File: src/rtl/pin_entry_if.sv
// pin_entry_if -- key input / status output bundle for the PIN entry lock.
//
// Signals
//   key_evt    one-cycle pulse: a new debounced key press
//   key_sw     active-low switch vector; bits 0..7 digits 0..7, bit 8 ENTER
//   door_open  high while the door is unlocked
//   locked     high during lockout
//   err_pulse  one-cycle pulse on each failed check
//   digit_cnt  digits currently buffered
//   fail_cnt   consecutive failed checks
//
// Modports
//   master  drives keys, observes status (keypad side / testbench)
//   slave   consumes keys, drives status (pin_entry)
interface pin_entry_if;
  logic       key_evt;
  logic [8:0] key_sw;
  logic       door_open;
  logic       locked;
  logic       err_pulse;
  logic [2:0] digit_cnt;
  logic [1:0] fail_cnt;

  modport master (
    output key_evt, key_sw,
    input  door_open, locked, err_pulse, digit_cnt, fail_cnt
  );

  modport slave (
    input  key_evt, key_sw,
    output door_open, locked, err_pulse, digit_cnt, fail_cnt
  );
endinterface

File: src/rtl/pin_entry.sv
// pin_entry -- keypad PIN lock with entry timeout, open window and lockout.
//
// Digits are shifted into a 3-bit-per-digit buffer; ENTER triggers a
// one-cycle check against PIN_CODE. A match opens the door for OPEN_CYCLES,
// MAX_FAIL consecutive mismatches lock the keypad for LOCK_CYCLES. One 24-bit
// timer serves the entry timeout (counting up) and the open/lockout windows
// (counting down). All outputs come straight from registers.
//
// Ports
//   clk   system clock, rising edge
//   rst   asynchronous active-low reset
//   bus   pin_entry_if.slave: key_evt/key_sw in; door_open, locked,
//         err_pulse, digit_cnt, fail_cnt out
module pin_entry #(
  parameter int unsigned PIN_LEN       = 4,
  parameter logic [11:0] PIN_CODE      = 12'o3141,
  parameter int unsigned MAX_FAIL      = 3,
  parameter logic [23:0] OPEN_CYCLES   = 24'd12_000_000,
  parameter logic [23:0] LOCK_CYCLES   = 24'd24_000_000,
  parameter logic [23:0] ENTRY_TIMEOUT = 24'd12_000_000
) (
  input logic       clk,
  input logic       rst,
  pin_entry_if.slave bus
);

  localparam logic [2:0] S_IDLE    = 3'd0;
  localparam logic [2:0] S_ENTRY   = 3'd1;
  localparam logic [2:0] S_CHECK   = 3'd2;
  localparam logic [2:0] S_OPEN    = 3'd3;
  localparam logic [2:0] S_LOCKOUT = 3'd4;

  // Only the low 3*PIN_LEN bits of buffer and code take part in the compare.
  localparam logic [11:0] CODE_MASK = 12'((13'd1 << (3 * PIN_LEN)) - 13'd1);
  localparam logic [2:0]  FULL_CNT  = 3'(PIN_LEN);
  localparam logic [1:0]  FAIL_LIM  = 2'(MAX_FAIL);

  logic [2:0]  state_q,     state_d;
  logic [11:0] buffer_q,    buffer_d;
  logic [23:0] timer_q,     timer_d;
  logic [2:0]  digit_cnt_q, digit_cnt_d;
  logic [1:0]  fail_cnt_q,  fail_cnt_d;
  logic        door_open_q, door_open_d;
  logic        locked_q,    locked_d;
  logic        err_pulse_q, err_pulse_d;

  logic [8:0] key_low;
  logic       key_valid;
  logic       key_enter;
  logic [2:0] key_digit;
  logic       code_match;

  // A key counts only when exactly one switch is pulled low.
  always_comb begin
    key_low   = ~bus.key_sw;
    key_valid = bus.key_evt && (key_low != 9'd0) &&
                ((key_low & (key_low - 9'd1)) == 9'd0);
    key_enter = key_low[8];
    key_digit = 3'd0;
    for (int i = 0; i < 8; i++) begin
      if (key_low[i]) key_digit = 3'(i);
    end
  end

  assign code_match = (digit_cnt_q == FULL_CNT) &&
                      ((buffer_q & CODE_MASK) == (PIN_CODE & CODE_MASK));

  always_comb begin
    // NOTE: every next-state value gets a default here so no path through
    // the case statement leaves a variable unassigned and infers a latch.
    state_d     = state_q;
    buffer_d    = buffer_q;
    timer_d     = timer_q;
    digit_cnt_d = digit_cnt_q;
    fail_cnt_d  = fail_cnt_q;
    door_open_d = door_open_q;
    locked_d    = locked_q;
    err_pulse_d = 1'b0;

    case (state_q)
      S_IDLE: begin
        if (key_valid && !key_enter) begin
          buffer_d    = {9'd0, key_digit};
          digit_cnt_d = 3'd1;
          timer_d     = 24'd0;
          state_d     = S_ENTRY;
        end
      end

      S_ENTRY: begin
        if (key_valid) begin
          timer_d = 24'd0;
          if (key_enter) begin
            state_d = S_CHECK;
          end else if (digit_cnt_q < FULL_CNT) begin
            buffer_d    = {buffer_q[8:0], key_digit};
            digit_cnt_d = digit_cnt_q + 3'd1;
          end
        end else if (timer_q == ENTRY_TIMEOUT - 24'd1) begin
          // Abandoned entry: discard silently, failures are not counted.
          state_d     = S_IDLE;
          buffer_d    = 12'd0;
          digit_cnt_d = 3'd0;
          timer_d     = 24'd0;
        end else begin
          timer_d = timer_q + 24'd1;
        end
      end

      S_CHECK: begin
        buffer_d    = 12'd0;
        digit_cnt_d = 3'd0;
        if (code_match) begin
          fail_cnt_d  = 2'd0;
          door_open_d = 1'b1;
          timer_d     = OPEN_CYCLES - 24'd1;
          state_d     = S_OPEN;
        end else begin
          err_pulse_d = 1'b1;
          if (fail_cnt_q + 2'd1 == FAIL_LIM) begin
            locked_d = 1'b1;
            timer_d  = LOCK_CYCLES - 24'd1;
            state_d  = S_LOCKOUT;
          end else begin
            fail_cnt_d = fail_cnt_q + 2'd1;
            state_d    = S_IDLE;
          end
        end
      end

      // Window states ignore keys entirely, including on the expiry cycle.
      S_OPEN: begin
        if (timer_q == 24'd0) begin
          door_open_d = 1'b0;
          state_d     = S_IDLE;
        end else begin
          timer_d = timer_q - 24'd1;
        end
      end

      S_LOCKOUT: begin
        if (timer_q == 24'd0) begin
          locked_d   = 1'b0;
          fail_cnt_d = 2'd0;
          state_d    = S_IDLE;
        end else begin
          timer_d = timer_q - 24'd1;
        end
      end

      default: begin
        state_d     = S_IDLE;
        buffer_d    = 12'd0;
        digit_cnt_d = 3'd0;
        timer_d     = 24'd0;
        door_open_d = 1'b0;
        locked_d    = 1'b0;
      end
    endcase
  end

  // NOTE: state registers use non-blocking assignments so every flop samples
  // the pre-edge values of its neighbours, matching the hardware.
  always_ff @(posedge clk or negedge rst) begin
    if (!rst) begin
      state_q     <= S_IDLE;
      buffer_q    <= 12'd0;
      timer_q     <= 24'd0;
      digit_cnt_q <= 3'd0;
      fail_cnt_q  <= 2'd0;
      door_open_q <= 1'b0;
      locked_q    <= 1'b0;
      err_pulse_q <= 1'b0;
    end else begin
      state_q     <= state_d;
      buffer_q    <= buffer_d;
      timer_q     <= timer_d;
      digit_cnt_q <= digit_cnt_d;
      fail_cnt_q  <= fail_cnt_d;
      door_open_q <= door_open_d;
      locked_q    <= locked_d;
      err_pulse_q <= err_pulse_d;
    end
  end

  assign bus.door_open = door_open_q;
  assign bus.locked    = locked_q;
  assign bus.err_pulse = err_pulse_q;
  assign bus.digit_cnt = digit_cnt_q;
  assign bus.fail_cnt  = fail_cnt_q;

endmodule
File: src/flat_wrapper.sv
// flat-port wrapper written by rule: the top's interface ports become plain ports
module pin_entry_flat 
#(
  parameter int unsigned PIN_LEN       = 4,
  parameter logic [11:0] PIN_CODE      = 12'o3141,
  parameter int unsigned MAX_FAIL      = 3,
  parameter logic [23:0] OPEN_CYCLES   = 24'd12_000_000,
  parameter logic [23:0] LOCK_CYCLES   = 24'd24_000_000,
  parameter logic [23:0] ENTRY_TIMEOUT = 24'd12_000_000
)
  (clk, rst, bus_key_evt, bus_key_sw, bus_door_open, bus_locked, bus_err_pulse, bus_digit_cnt, bus_fail_cnt);
  pin_entry_if bus_i ();
  input logic clk;
  input logic rst;
  input wire logic [$bits(bus_i.key_evt)-1:0] bus_key_evt;
  input wire logic [$bits(bus_i.key_sw)-1:0] bus_key_sw;
  output wire logic [$bits(bus_i.door_open)-1:0] bus_door_open;
  output wire logic [$bits(bus_i.locked)-1:0] bus_locked;
  output wire logic [$bits(bus_i.err_pulse)-1:0] bus_err_pulse;
  output wire logic [$bits(bus_i.digit_cnt)-1:0] bus_digit_cnt;
  output wire logic [$bits(bus_i.fail_cnt)-1:0] bus_fail_cnt;
  assign bus_i.key_evt = bus_key_evt;
  assign bus_i.key_sw = bus_key_sw;
  assign bus_door_open = bus_i.door_open;
  assign bus_locked = bus_i.locked;
  assign bus_err_pulse = bus_i.err_pulse;
  assign bus_digit_cnt = bus_i.digit_cnt;
  assign bus_fail_cnt = bus_i.fail_cnt;
  pin_entry #(.PIN_LEN(PIN_LEN), .PIN_CODE(PIN_CODE), .MAX_FAIL(MAX_FAIL), .OPEN_CYCLES(OPEN_CYCLES), .LOCK_CYCLES(LOCK_CYCLES), .ENTRY_TIMEOUT(ENTRY_TIMEOUT)) u_core (.clk(clk), .rst(rst), .bus(bus_i));
endmodule
File: config.mk
export PLATFORM = sky130hd
export DESIGN_NAME = pin_entry_flat
export DESIGN_NICKNAME = d
export VERILOG_FILES = /design/src/rtl/pin_entry_if.sv /design/src/rtl/pin_entry.sv /design/src/flat_wrapper.sv
export SDC_FILE = /design/constraint.sdc
export NUM_CORES = 1
export LEC_CHECK = 0
export ABC_AREA = 1
export CAP_MARGIN = 10
export CELL_PAD_IN_SITES_DETAIL_PLACEMENT = 1
export CELL_PAD_IN_SITES_GLOBAL_PLACEMENT = 1
export CORE_MARGIN = 2
export CORE_UTILIZATION = 43
export DETAILED_ROUTE_END_ITERATION = 8
export MAX_ROUTING_LAYER = met4
export PLACE_DENSITY = 0.92
export SYNTH_ARGS = -nofsm -noshare
export SYNTH_HDL_FRONTEND = slang
export SYNTH_SLANG_ARGS = --single-unit
File: constraint.sdc
create_clock -name clk -period 2.49 [get_ports clk]
set_input_delay 0.6225 -clock clk [delete_from_list [all_inputs] [get_ports clk]]
set_output_delay 0.6225 -clock clk [all_outputs]
set_load 0.01 [all_outputs]
==> impl_metrics.json, run 1 <==
{
  "yosysSeqAreaShare_pct": 28.1,
  "relSlewSlack_pct": 59.1,
  "clkLatencyLatePin_ps": 310,
  "reg2regPathDepth": 12,
  "syn_to_final_growth_pct": 14.0,
  "power_density_nw_per_um2": 628,
  "avgRoutedWirePerCell_um": 17.2,
  "drive_gt1_share_pct": 9.49,
  "synth_top_area_share_pct": 28.1,
  "cts_setup_buffers": 0,
  "worstPathArrival_ps": 2590,
  "period_needed_ps": 2380,
  "finalHoldViolations": 0,
  "htree_levels": 2,
  "die_w_um": 103,
  "io_pins": 20,
  "critical_path.endpoint_type": "flip-flop",
  "drt-vias-per-instance": 5.43,
  "gp_congestion": 0.997,
  "grt_usage_pct": 30.5,
  "num_antenna_cells": 0,
  "grt_pass1_wl_mm": 24.3,
  "grt_pass1_vias": 5014,
  "clockBufferDepth": 2,
  "dieArea_um2": 10600,
  "synth.area.top_cells": "dfrtp_1 28%, nand2_1 23%, nor2_1 9.0%",
  "avgSynthCellArea_um2": 6.00,
  "crit_required_ps": 2700,
  "hold_class": "input port to async pin",
  "critPathMaxFanout": 15,
  "tightest_slew_ps": 608,
  "holdWs_ps": 294,
  "synthDistinctLibCells": 36,
  "tritoncts": "yes",
  "wirelength_mm": 14.8,
  "worst_setup_path_start_kind": "input port",
  "drt-initial-drc-count": 311,
  "fin_crit_sh_pct": 95.6,
  "dp_hpwl_mm": 11.5,
  "post-place-cells": 852,
  "die_h_um": 103,
  "cts_buffers": 5,
  "fmax_ghz": 0.420,
  "syn_area_um2": 4190,
  "synth_cells": 698,
  "yosys_warnings": 0,
  "core_area_um2": 9590,
  "layout.cells.non_filler": 860,
  "finalSetupViolCount": 0,
  "tns_ps": 0,
  "yosysTopAreaCell": "dfrtp_1",
  "nets": 744,
  "leakage_uw": 0.00250,
  "clk_pin_slew_ps": 110,
  "clock-sinks": 47,
  "synth_seq_cells": 47,
  "slew_viol_final": 0,
  "syn_nets": 716,
  "path_class": "input port to flip-flop",
  "drc": 0,
  "dr_total_vias": 4669,
  "max_cap_viol_count": 0,
  "ir_drop_mv": 0.562,
  "initial_core_util_pct": 43.7,
  "r2r_start": "u_core.timer_q[0]",
  "place_ws_ps": -247,
  "numPortBuffers": 19,
  "startpoint": "bus_key_sw[3]",
  "grt_max_degree": 27,
  "setup_slack_ps": 110,
  "first_pass_iters": 6,
  "grt_overflow": 0,
  "cts-root-buf": "clkbuf_8",
  "status": "finished, final reports clean",
  "num_rows": 36,
  "fin_skew_ps": 11.9,
  "grt_antenna_before_repair": 0,
  "ant_nets": 0
}
synthesized netlist by cell type:
| cell type | instances |
|---|---|
| a21boi_0 | 1 |
| a21oi_1 | 12 |
| a21oi_2 | 1 |
| a31oi_1 | 1 |
| buf_2 | 10 |
| buf_4 | 7 |
| buf_6 | 1 |
| clkbuf_1 | 7 |
| clkinv_1 | 1 |
| dfrtp_1 | 47 |
| ha_1 | 6 |
| inv_1 | 72 |
| inv_2 | 8 |
| nand2_1 | 256 |
| nand2_2 | 7 |
| nand2_4 | 2 |
| nand2b_1 | 1 |
| nand3_1 | 55 |
| nand3_2 | 3 |
| nand3_4 | 2 |
| nand3b_1 | 2 |
| nand4_1 | 20 |
| nor2_1 | 101 |
| nor2_2 | 3 |
| nor2_4 | 4 |
| nor2_8 | 1 |
| nor3_1 | 9 |
| nor3_4 | 1 |
| o21a_1 | 1 |
| o21ai_0 | 27 |
| o21ai_1 | 2 |
| o21bai_1 | 8 |
| o22ai_1 | 1 |
| or2_2 | 1 |
| xnor2_1 | 2 |
| xor2_1 | 15 |
final timing paths:
kind	endpoint	slack, ps
worst min-delay path	u_core.timer_q[23]	290
worst max register to register	u_core.timer_q[16]	200
min in group clk	u_core.buffer_q[7]	500
worst min register to register	u_core.buffer_q[7]	500
worst max-delay path	u_core.buffer_q[4]	110
max in group asynchronous	u_core.buffer_q[7]	1650
flip-flops by register name, summed over array words and instances (netlist names):
signal	flops
u_core.timer_q	24
u_core.bus.door_open	1
u_core.buffer_q	12
u_core.state_q	3
u_core.bus.locked	1
u_core.bus.err_pulse	1
u_core.bus.fail_cnt	2
u_core.bus.digit_cnt	3
cells in the final DEF, fill, tap and decap left out, types with 2 or more instances in the layout:
| cell type | instances |
|---|---|
| nand2_1 | 256 |
| nor2_1 | 101 |
| inv_1 | 72 |
| nand3_1 | 55 |
| dfrtp_1 | 47 |
| o21ai_0 | 27 |
| buf_4 | 23 |
| nand4_1 | 20 |
| clkdlybuf4s50_1 | 18 |
| xor2_1 | 15 |
| a21oi_1 | 12 |
| nor3_1 | 9 |
| o21bai_1 | 8 |
| inv_2 | 8 |
| nand2_2 | 7 |
| ha_1 | 6 |
| clkbuf_8 | 5 |
| nor2_4 | 4 |
| buf_12 | 4 |
| nor2_2 | 3 |
| nand3_4 | 3 |
| nand3b_1 | 2 |
| o21ai_1 | 2 |
| nand3_2 | 2 |
| nand2_4 | 2 |
| xnor2_1 | 2 |
power breakdown:
part / switching [uW] / internal [uW] / leakage [uW]
Sequential: 86.5 / 823 / 0.000642
Combinational: 997 / 481 / 0.00180
Clock: 310 / 303 / 0.0000548
cell families (layout without fill, tap and decap cells):
logic type,count (synthesis),count (layout),synth area share (%)
adder cells (fa/ha/maj),6,6,1.79
buffers and inverters,106,135,10.6
flip-flops,47,47,28.1
AO/OA/AOI/OAI,54,54,7.20
AND/OR/NAND/NOR,468,468,48.8
XOR/XNOR,17,17,3.55
through the flow:
| stage | utilization (%) | area (um2) | total power [uW] |
|---|---|---|---|
| 6_report | 49.8 | 4780 | 3000 |
| 2_1_floorplan | - | 4190 | 1780 |
| 3_5_place_dp | 48.5 | 4650 | 2360 |
| 4_1_cts | 49.7 | 4770 | 2990 |
| 5_1_grt | 49.8 | 4780 | 3180 |
| 3_3_place_gp | 48.5 | 4650 | 2270 |
worst max-delay path, stage by stage:
cell and delay [ps]:
clkdlybuf4s50_1 530, nand2_2 120, nor2_1 140, nand2_1 70, nand2_1 80, nand2_1 90
nor2_4 190, nand4_1 220, nand2_1 200, nor2_4 50, buf_12 140, nand2_1 60
nand2_1 60
layout make-up:
class	instances	area (um2)
Fill cell	1326	4820
Multi-Input combinational cell	545	2580
Sequential cell	47	1180
Timing Repair Buffer	46	438
Inverter	81	304
Tap cell	133	166
Clock buffer	5	68.8
Clock inverter	3	46.3
metal layers:
| layer | share of wire [%] | vias to the layer above | wire length (um) | track usage (%) |
|---|---|---|---|---|
| met5 | 0 | - | 0 | - |
| met4 | 2.6 | 0 | 381 | 9.54 |
| met3 | 4.0 | 38 | 598 | 3.39 |
| met2 | 53 | 113 | 7760 | 55.0 |
| met1 | 41 | 2288 | 6040 | 35.5 |
| li1 | - | 2230 | - | - |
what timing repair did:
| action | in CTS | in global routing |
|---|---|---|
| hold buffers | 0 | 0 |
| endpoints found under the setup margin | 0 | 15 |
| resized for setup | 0 | 1 |
(Power assumes the default switching activity.)
==> run 2, diff against run 1 <==
Settings changed: REMOVE_ABC_BUFFERS set to 1, SLEW_MARGIN set to 20.
==> run 2 against run 1 <==
Register-to-register slack is essentially flat. Clock-buffer cell count unchanged. Routed wire length fell by 0.24%. Largest cell class unchanged. Largest power group unchanged.
==> impl_metrics.json, run 2 (synthesis gave the netlist of run 1 again) <==
{
  "worst_setup_path_start_kind": "input port",
  "drt-vias-per-instance": 5.44,
  "drive_gt1_share_pct": 9.77,
  "num_antenna_cells": 0,
  "clk_pin_slew_ps": 100,
  "top_register": "u_core.timer_q",
  "finalSetupViolCount": 0,
  "power_density_nw_per_um2": 634,
  "grt_pass1_wl_mm": 23.7,
  "crit_buf_inv": 3,
  "first_pass_iters": 4,
  "cts-root-buf": "clkbuf_8",
  "critical_path.endpoint_type": "flip-flop",
  "gp_congestion": 1.03,
  "drc": 0,
  "dp_hpwl_mm": 11.4,
  "ant_nets": 0,
  "largest_register_ffs": 24,
  "clkLatencyLatePin_ps": 330,
  "crit_family": "simple AND/OR/NAND/NOR gates",
  "p_switching_uw": 1390,
  "die_w_um": 103,
  "numPortBuffers": 19,
  "cts_hold_buf": 0,
  "grt_usage_pct": 29.8,
  "worstPathArrival_ps": 2610,
  "die_h_um": 103,
  "ir_drop_mv": 0.339,
  "r2r_setup_slack_ps": 190,
  "grt_pass1_vias": 4734,
  "leakage_uw": 0.00251,
  "max_cap_viol_count": 0,
  "fill_cells": 1367,
  "sw_frac_of_total_pct": 45.7,
  "tritoncts": "yes",
  "cpPeakStageDelay_ps": 530,
  "status": "finished, final reports clean",
  "most-common-layout-cells": "255 x nand2_1, 101 x nor2_1, 72 x inv_1",
  "path_class": "input port to flip-flop",
  "cts_buffers": 5,
  "p_seq_share_pct": 29.7,
  "reg.largest.list": "u_core.timer_q x24, u_core.buffer_q x12",
  "path_common_cell": "nand2_1",
  "holdWs_ps": 307,
  "tns_ps": 0,
  "finalHoldViolations": 0,
  "dpl-instance-area_um2": 4660,
  "r2r_start": "u_core.timer_q[0]",
  "slew_viol_final": 0,
  "relSlewSlack_pct": 57.0,
  "grt_overflow": 0,
  "worstPathCellList": "clkdlybuf4s50_1, nand2_2, nor2_1, nand2_1, nand2_1, nand2_1, nor2_4, nand3_4, nand2_4, nand3_4, inv_2, buf_12, nand2_1, nand2_1",
  "clock-sinks": 47,
  "power_frac_clock_pct": 20.2,
  "nets": 744,
  "dr_total_vias": 4678,
  "num_rows": 36,
  "io_pins": 20,
  "grt_antenna_before_repair": 0,
  "critPathMaxFanout": 15,
  "p_int_uw": 1650,
  "crit_required_ps": 2750,
  "p_comb_share_pct": 50.1,
  "drt-initial-drc-count": 269,
  "fin_skew_ps": 9.22,
  "grt_max_degree": 27,
  "reg2regPathDepth": 12,
  "initial_core_util_pct": 43.7,
  "wirelength_mm": 14.7,
  "clockBufferDepth": 2,
  "tightest_slew_ps": 640,
  "htree_levels": 2,
  "avgRoutedWirePerCell_um": 17.1,
  "final_common_cell": "nand2_1",
  "startpoint": "bus_key_sw[5]",
  "cp_slowest_cell": "clkdlybuf4s50_1",
  "fin_area_um2": 4800,
  "hold_class": "input port to async pin",
  "period_needed_ps": 2350,
  "r2r_end": "u_core.timer_q[10]",
  "final_util_pct": 50.0,
  "fin_crit_sh_pct": 94.5,
  "fmax_ghz": 0.425,
  "core_area_um2": 9590,
  "dieArea_um2": 10600,
  "syn_to_final_growth_pct": 14.5
}
==> run 2: cell count changes in the layout (fill, tap and decap cells not counted), sizes merged <==
cell | previous run | this run
clkinv | 1 | 3
clkinvlp | 1 | 0
inv | 81 | 80
==> run 2: how the worst max path moves through the flow <==
stage | endpoint | slack, ps | cells after the start
finish | u_core.timer_q[17] | 140 | 14
global route | u_core.timer_q[17] | -3 | 14
CTS | u_core.buffer_q[11] | 70 | 13
detailed placement | u_core.buffer_q[11] | -260 | 13
global placement | u_core.buffer_q[1] | -60 | 13
floorplan | u_core.timer_q[0] | 460 | 12
==> run 2: area by class of cell <==
type,instances,area (um2),share of cell area [%]
multi-input combinational,545,2580,53.7
sequential,47,1180,24.5
timing repair buffer,46,463,9.65
inverter,81,304,6.33
tap,133,166,3.47
clock buffer,5,68.8,1.43
clock inverter,3,43.8,0.912
==> run 2: power by group through the flow <==
stage / logic, uW / registers [uW] / clock network (uW)
after CTS: 1460 / 902 / 627
final: 1520 / 904 / 616
after global placement: 1380 / 908 / 0
after global routing: 1650 / 911 / 648
after detailed placement: 1450 / 917 / 0
after floorplan: 809 / 898 / 0
==> run 2: stage by stage <==
stage	std cells	power (uW)	setup WS [ps]
after CTS	859	2990	70.0
after global placement	851	2290	-63.5
after floorplan	673	1710	458
after detailed placement	851	2370	-259
after global routing	860	3210	-2.71
final	860	3040	138
==> run 2: timing repair <==
action,CTS,global route
setup endpoints to repair,0,17
resized for setup,0,2
setup buffers,0,1
==> run 2: routing by layer <==
| metal | global-route usage [%] | part of all wire, % | up-vias |
|---|---|---|---|
| li1 | - | - | 2239 |
| met1 | 37.4 | 44 | 2294 |
| met2 | 50.4 | 49 | 116 |
| met3 | 3.66 | 4.0 | 29 |
| met4 | 8.51 | 2.7 | 0 |
| met5 | - | 0 | - |
==> run 2: worst reg2reg max path, cell delays in order, from the launching register on <==
cell	delay (ps)
dfrtp_1	470
inv_1	220
ha_1	220
nand2_1	200
nor2_1	370
nand2_1	170
a21oi_1	160
o21ai_0	100
nand2_1	80
inv_1	40
o21ai_0	70
nand2_1	80
nand2_1	80
==> edit 1 (flow settings as in run 1) <==
Take the reset off `buffer_q` and load it in a clocked block of its own.
--- a/src/rtl/pin_entry.sv
+++ b/src/rtl/pin_entry.sv
@@ -166,3 +166,2 @@
       state_q     <= S_IDLE;
-      buffer_q    <= 12'd0;
       timer_q     <= 24'd0;
@@ -175,3 +174,2 @@
       state_q     <= state_d;
-      buffer_q    <= buffer_d;
       timer_q     <= timer_d;
@@ -185,2 +183,6 @@
 
+  always_ff @(posedge clk) begin
+    buffer_q <= buffer_d;
+  end
+
   assign bus.door_open = door_open_q;
Function: same outputs for any inputs over 10 cycles, from zero or initial values and one cycle with rst low; that may be too few to reach the edited logic, so the function may still have changed.
==> edit 1 against run 1 <==
- sequential cell count stayed put
- worst setup slack worse by 0.0066 ns
- cell count is 12% lower
- critical path type unchanged
- maximum frequency is 0.28% lower
- total power is 3.4% higher
- largest power group unchanged
- synthesized area is 7.7% lower
- sequential share of layout area is 3.2 points higher
- design area is 6.8% lower
- routed wire length is 7.6% lower
==> edit 1: results (changes against run 1) <==
Global route
  • Met3 global-route usage: 0.0404 (+0.00653)
  • Vias in the first global route: 4592 (-8.4%)
  • Total track usage: 0.297 (-0.00837)
  • Global Route met1 Usage: 0.353 (-0.00171)
  • Met2 Use GR: 0.506 (-0.0443)
  • First-pass GRT wire length: 22300 um (-8.2%)
  • Largest net degree at the start of global routing: 36 (+33%)
  • Most Used Layer, Global Route: met2
  • Initial antenna violation count: 0 (unchanged)

Synth
  • Synth Flop Type: dfrtp_1
  • Synth top area cells: dfrtp_1, nand2_1, edfxtp_1
  • Mapped Nets: 634 (-11%)
  • Async S/R FF share, synth: 0.745 (-0.255)
  • YS warnings: 0 (unchanged)
  • Synth cell count leaders: nand2_1, nor2_1, inv_1
  • Sequential area share after synthesis: 0.320 (+0.0389)
  • Syn avg cell area: 6.28 um2 (+4.6%)
  • Yosys cell types: 33 (-8.3%)
  • EDFF count, synth: 12 (+12)

Setup path
  • CP max stage delay: 0.51 ns (-0.02 ns)
  • Worst-path fanout max: 5 (-10)
  • Slowest CP cell: clkdlybuf4s50_1
  • Top Family by Delay on Critical Path: simple AND/OR/NAND/NOR gates

Clock network
  • TritonCTS Buffers: 5 (unchanged)
  • Post-cts resize count: 0 (unchanged)
  • Post-CTS setup buffers: 0 (unchanged)
  • Clock Path Buffers: 2 (unchanged)
  • CTS root buf: clkbuf_8
  • H-Tree Depth: 2 (unchanged)
  • Worst-Skew Late Latency: 0.32 ns
  • Clock transition at the registers of the reported paths: 0.10 ns

Power and ir drop
  • Lkg Pwr: 2.24 nW (-10%)
  • Peak supply drop: 0.476 mV (-15%)
  • Sw frac: 0.474 (+0.00973)

Layout
  • Filler instances: 1188 (-10%)
  • Final std cells w/o fill: 761 (-12%)
  • Fin nets: 670 (-9.9%)
  • Ant diodes: 0 (unchanged)
  • Largest registers: u_core.timer_q: 24 flops, u_core.buffer_q: 12 flops
  • Layout cell share with drive strength beyond 1: 0.0888 (-0.00609)
  • Final Instance Area: 4450 um2 (-6.8%)

STA
  • Clock skew: 0.00452 ns (-0.00734 ns)
  • Rel. slew slack: 0.410 (-0.181)

Route
  • Via count: 4259 (-8.8%)
  • DRT Pass-1 Iters: 5 (-1)
  • Iter 0 DRT Violations: 231 (-26%)
  • Routed WL: 13700 um (-7.6%)

Outcome
  • Status: complete, no violations

Placement
  • Placed Cells: 753 (-12%)
  • Pre-CTS setup slack: -0.242 ns (+0.00495 ns)
  • Placer Congestion: 1.02 (+2.7%)
  • Dpl hpwl: 10600 um (-7.6%)
  • IO buf count: 19 (unchanged)
  • Dpl cell area: 4340 um2 (-6.7%)

Worst hold path
  • Worst hold path type: input pin to asynchronous set/reset pin
edit 1: cell types whose count changed after synthesis, sizes merged, moves of 4 or more:
cell	run 1	this run
dfrtp	47	35
edfxtp	0	12
nand2	265	189
nand3	60	64
nor2	109	96
o21ai	29	40
o21bai	8	4
xor2	15	19
edit 1: path summary, 6_finish.rpt:
kind | from | endpoint | slack, ns | depth (start not counted)
max in group asynchronous | rst | u_core.timer_q[18] | 1.54 | 1
setup / recovery | bus_key_sw[3] | u_core.bus.digit_cnt[0] | 0.10 | 12
setup reg to reg | u_core.bus.digit_cnt[0] | u_core.timer_q[9] | 0.28 | 9
hold reg to reg | u_core.bus.locked | u_core.bus.locked | 0.50 | 2
hold / removal | rst | u_core.timer_q[9] | 0.41 | 1
min in group clk | u_core.bus.locked | u_core.bus.locked | 0.50 | 2
edit 1: metal layers:
metal  share of wire  vias up
met5               0        -
met4           0.035        0
met3           0.048       41
met2            0.49      128
met1            0.43     2060
li1                -     2030
edit 1: final cells by class:
| cell class | instances | share of cell area |
|---|---|---|
| multi-input combinational | 469 | 0.502 |
| timing repair buffer | 51 | 0.102 |
| clock inverter | 3 | 0.00618 |
| tap | 108 | 0.0304 |
| inverter | 78 | 0.0658 |
| sequential | 47 | 0.278 |
| clock buffer | 5 | 0.0155 |
edit 1: power by group through the flow:
stage	Sequential, mW	Clock, mW	Combinational (mW)
CTS	0.998	0.537	1.53
floorplan	0.988	0	0.919
global placement	1.00	0	1.42
detailed placement	1.01	0	1.52
global route	1.01	0.567	1.72
finish	0.999	0.533	1.57
edit 1: logic make-up after synthesis:
logic type,Yosys count,share of synthesized area
compound gates,62,0.0896
xor+xnor,21,0.0475
buf+inv,100,0.105
simple gates,380,0.419
fa+ha+maj,6,0.0194
flops,47,0.320
==> edit 2 (settings of run 1) <==
Without the edit above. `ENTRY_TIMEOUT` is set to 24'd12_000_000 in 2 places; all go to 24'd6000000.
--- a/src/rtl/pin_entry.sv
+++ b/src/rtl/pin_entry.sv
@@ -19,3 +19,3 @@
   parameter logic [23:0] LOCK_CYCLES   = 24'd24_000_000,
-  parameter logic [23:0] ENTRY_TIMEOUT = 24'd12_000_000
+  parameter logic [23:0] ENTRY_TIMEOUT = 24'd6000000
 ) (
--- a/src/flat_wrapper.sv
+++ b/src/flat_wrapper.sv
@@ -8,3 +8,3 @@
   parameter logic [23:0] LOCK_CYCLES   = 24'd24_000_000,
-  parameter logic [23:0] ENTRY_TIMEOUT = 24'd12_000_000
+  parameter logic [23:0] ENTRY_TIMEOUT = 24'd6000000
 )
Formal check against the unedited RTL: no difference found for any inputs over 10 cycles, from zero or initial values and one cycle with rst low; that may be too few to reach the edited logic, so the function may still have changed.
==> edit 2 against run 1 <==
- critical path depth stayed put
- synthesized cell count shrank 4.2%
- die area shrank 3.2%
- maximum frequency is 2.3% lower
- design area decreased by 3.7%
- cell count down 5.8%
- synthesized area shrank 3.3%
- register-to-register slack worse by 0.11 ns
- sequential cell count stayed put
- total power decreased by 1.2%
- routed wire length grew 1.1%
- worst setup slack worse by 0.056 ns
- sequential share of layout area rose by 0.95 points
==> edit 2: results (changes against run 1) <==
Power and ir drop
  • Lkg Pwr: 2.45 nW (-1.9%)
  • Peak supply drop: 0.416 mV (-26%)

Placement
  • Dpl cell area: 4470 um2 (-4.1%)
  • Placed Cells: 800 (-6.1%)
  • Placer Congestion: 0.933 (-6.4%)
  • Pre-CTS setup slack: -0.209 ns (+0.0383 ns)
  • Dpl hpwl: 10600 um (-7.8%)

Worst hold path
  • Worst hold path type: input pin to asynchronous set/reset pin

STA
  • Clock skew: 0.00670 ns (-0.00515 ns)
  • Slew @ Worst Pin: 0.595 ns (-0.0128 ns)

Setup path
  • Setup crit start: bus_key_sw[3]
  • Reg2Reg Launch Point: u_core.state_q[0]
  • Worst-path fanout max: 6 (-9)

Layout
  • Layout cell share with drive strength beyond 1: 0.0787 (-0.0162)
  • Ant diodes: 0 (unchanged)
  • Fin nets: 716 (-3.8%)
  • Filler instances: 1277 (-3.7%)

Synth
  • Sequential area share after synthesis: 0.290 (+0.00962)
  • Mapped Nets: 687 (-4.1%)
  • Synth top area cells: dfrtp_1, nand2_1, nor2_1
  • YS warnings: 0 (unchanged)
  • Synth Flop Type: dfrtp_1
  • Synth Instances: 669 (-4.2%)
  • Async S/R FF share, synth: 1.00 (unchanged)
  • Yosys cell types: 36 (unchanged)
  • Synth cell count leaders: nand2_1, nor2_1, inv_1

Global route
  • Initial antenna violation count: 0 (unchanged)
  • Vias in the first global route: 4766 (-4.9%)
  • Total track usage: 0.301 (-0.00480)
  • Largest net degree at the start of global routing: 30 (+11%)
  • First-pass GRT wire length: 23500 um (-3.2%)

Route
  • Iter 0 DRT Violations: 358 (+15%)
  • DRT Pass-1 Iters: 5 (-1)
  • Via count: 4734 (+1.4%)
  • Per-cell routed wire length: 18.5 um (+7.4%)
  • Routed WL: 14900 um (+1.1%)

Clock network
  • H-Tree Depth: 2 (unchanged)
  • Worst-Skew Late Latency: 0.33 ns (+0.02 ns)
  • Clock Path Buffers: 2 (unchanged)

Outcome
  • Status: complete, no violations
-- edit 2: path summary, 6_finish.rpt --
kind                       cells after the start                      to  slack, ns
setup / recovery                              13      u_core.buffer_q[1]       0.05
hold / removal                                 1  u_core.bus.fail_cnt[0]       0.28
setup reg to reg                               9       u_core.timer_q[4]       0.09
hold reg to reg                                2      u_core.buffer_q[7]       0.49
max in group asynchronous                      2      u_core.timer_q[19]       1.64
min in group clk                               2      u_core.buffer_q[7]       0.49
-- edit 2: logic make-up after synthesis --
kind of cell / count (synthesis) / share of synthesized area
and+or+nand+nor: 432 / 0.468
adders and majority gates: 6 / 0.0185
buffers and inverters: 103 / 0.106
DFF: 47 / 0.290
AOI/OAI and AO/OA: 68 / 0.0896
xor gates and xnor gates: 13 / 0.0281
-- edit 2: final cells by class --
class	count	area share
Multi-Input combinational cell	519	0.533
Sequential cell	47	0.256
Clock buffer	5	0.0150
Tap cell	111	0.0302
Timing Repair Buffer	45	0.0958
Inverter	80	0.0653
Clock inverter	3	0.00544
-- edit 2: what timing repair did --
action	CTS	global route
buffers inserted	0	1
endpoints found under the setup margin	0	15
resized for setup	0	5
-- edit 2: worst max-delay path, stage by stage --
cell             delay (ns)
clkdlybuf4s50_1        0.52
nand2_2                0.11
nor2_4                 0.17
nand2_1                0.07
nand2_1                0.07
nand2_2                0.09
nor2_8                 0.17
nand2_4                0.09
nand2_1                0.16
nand2_1                0.15
nor2_1                 0.29
nand3_1                0.13
nand2_1                0.07
-- edit 2: routing by layer --
layer / track usage / vias up / wire length, um
met5: - / - / 0
met4: 0.105 / 0 / 439
met3: 0.0319 / 46 / 941
met2: 0.492 / 200 / 7050
met1: 0.386 / 2301 / 6520
li1: - / 2187 / -
-- edit 2: where the power goes --
group	internal, mW	leakage [nW]	switching (mW)	total (mW)
clock	0.206	0.0452	0.326	0.532
sequential	0.824	0.642	0.0735	0.897
combinational	0.503	1.76	1.03	1.54
total	1.53	2.45	1.43	2.96
-- edit 2: metrics by stage --
step | total power, mW | utilization
global placement | 2.23 | 0.486
floorplan | 1.80 | -
detailed placement | 2.30 | 0.486
global route | 3.13 | 0.500
CTS | 2.85 | 0.496
finish | 2.96 | 0.500
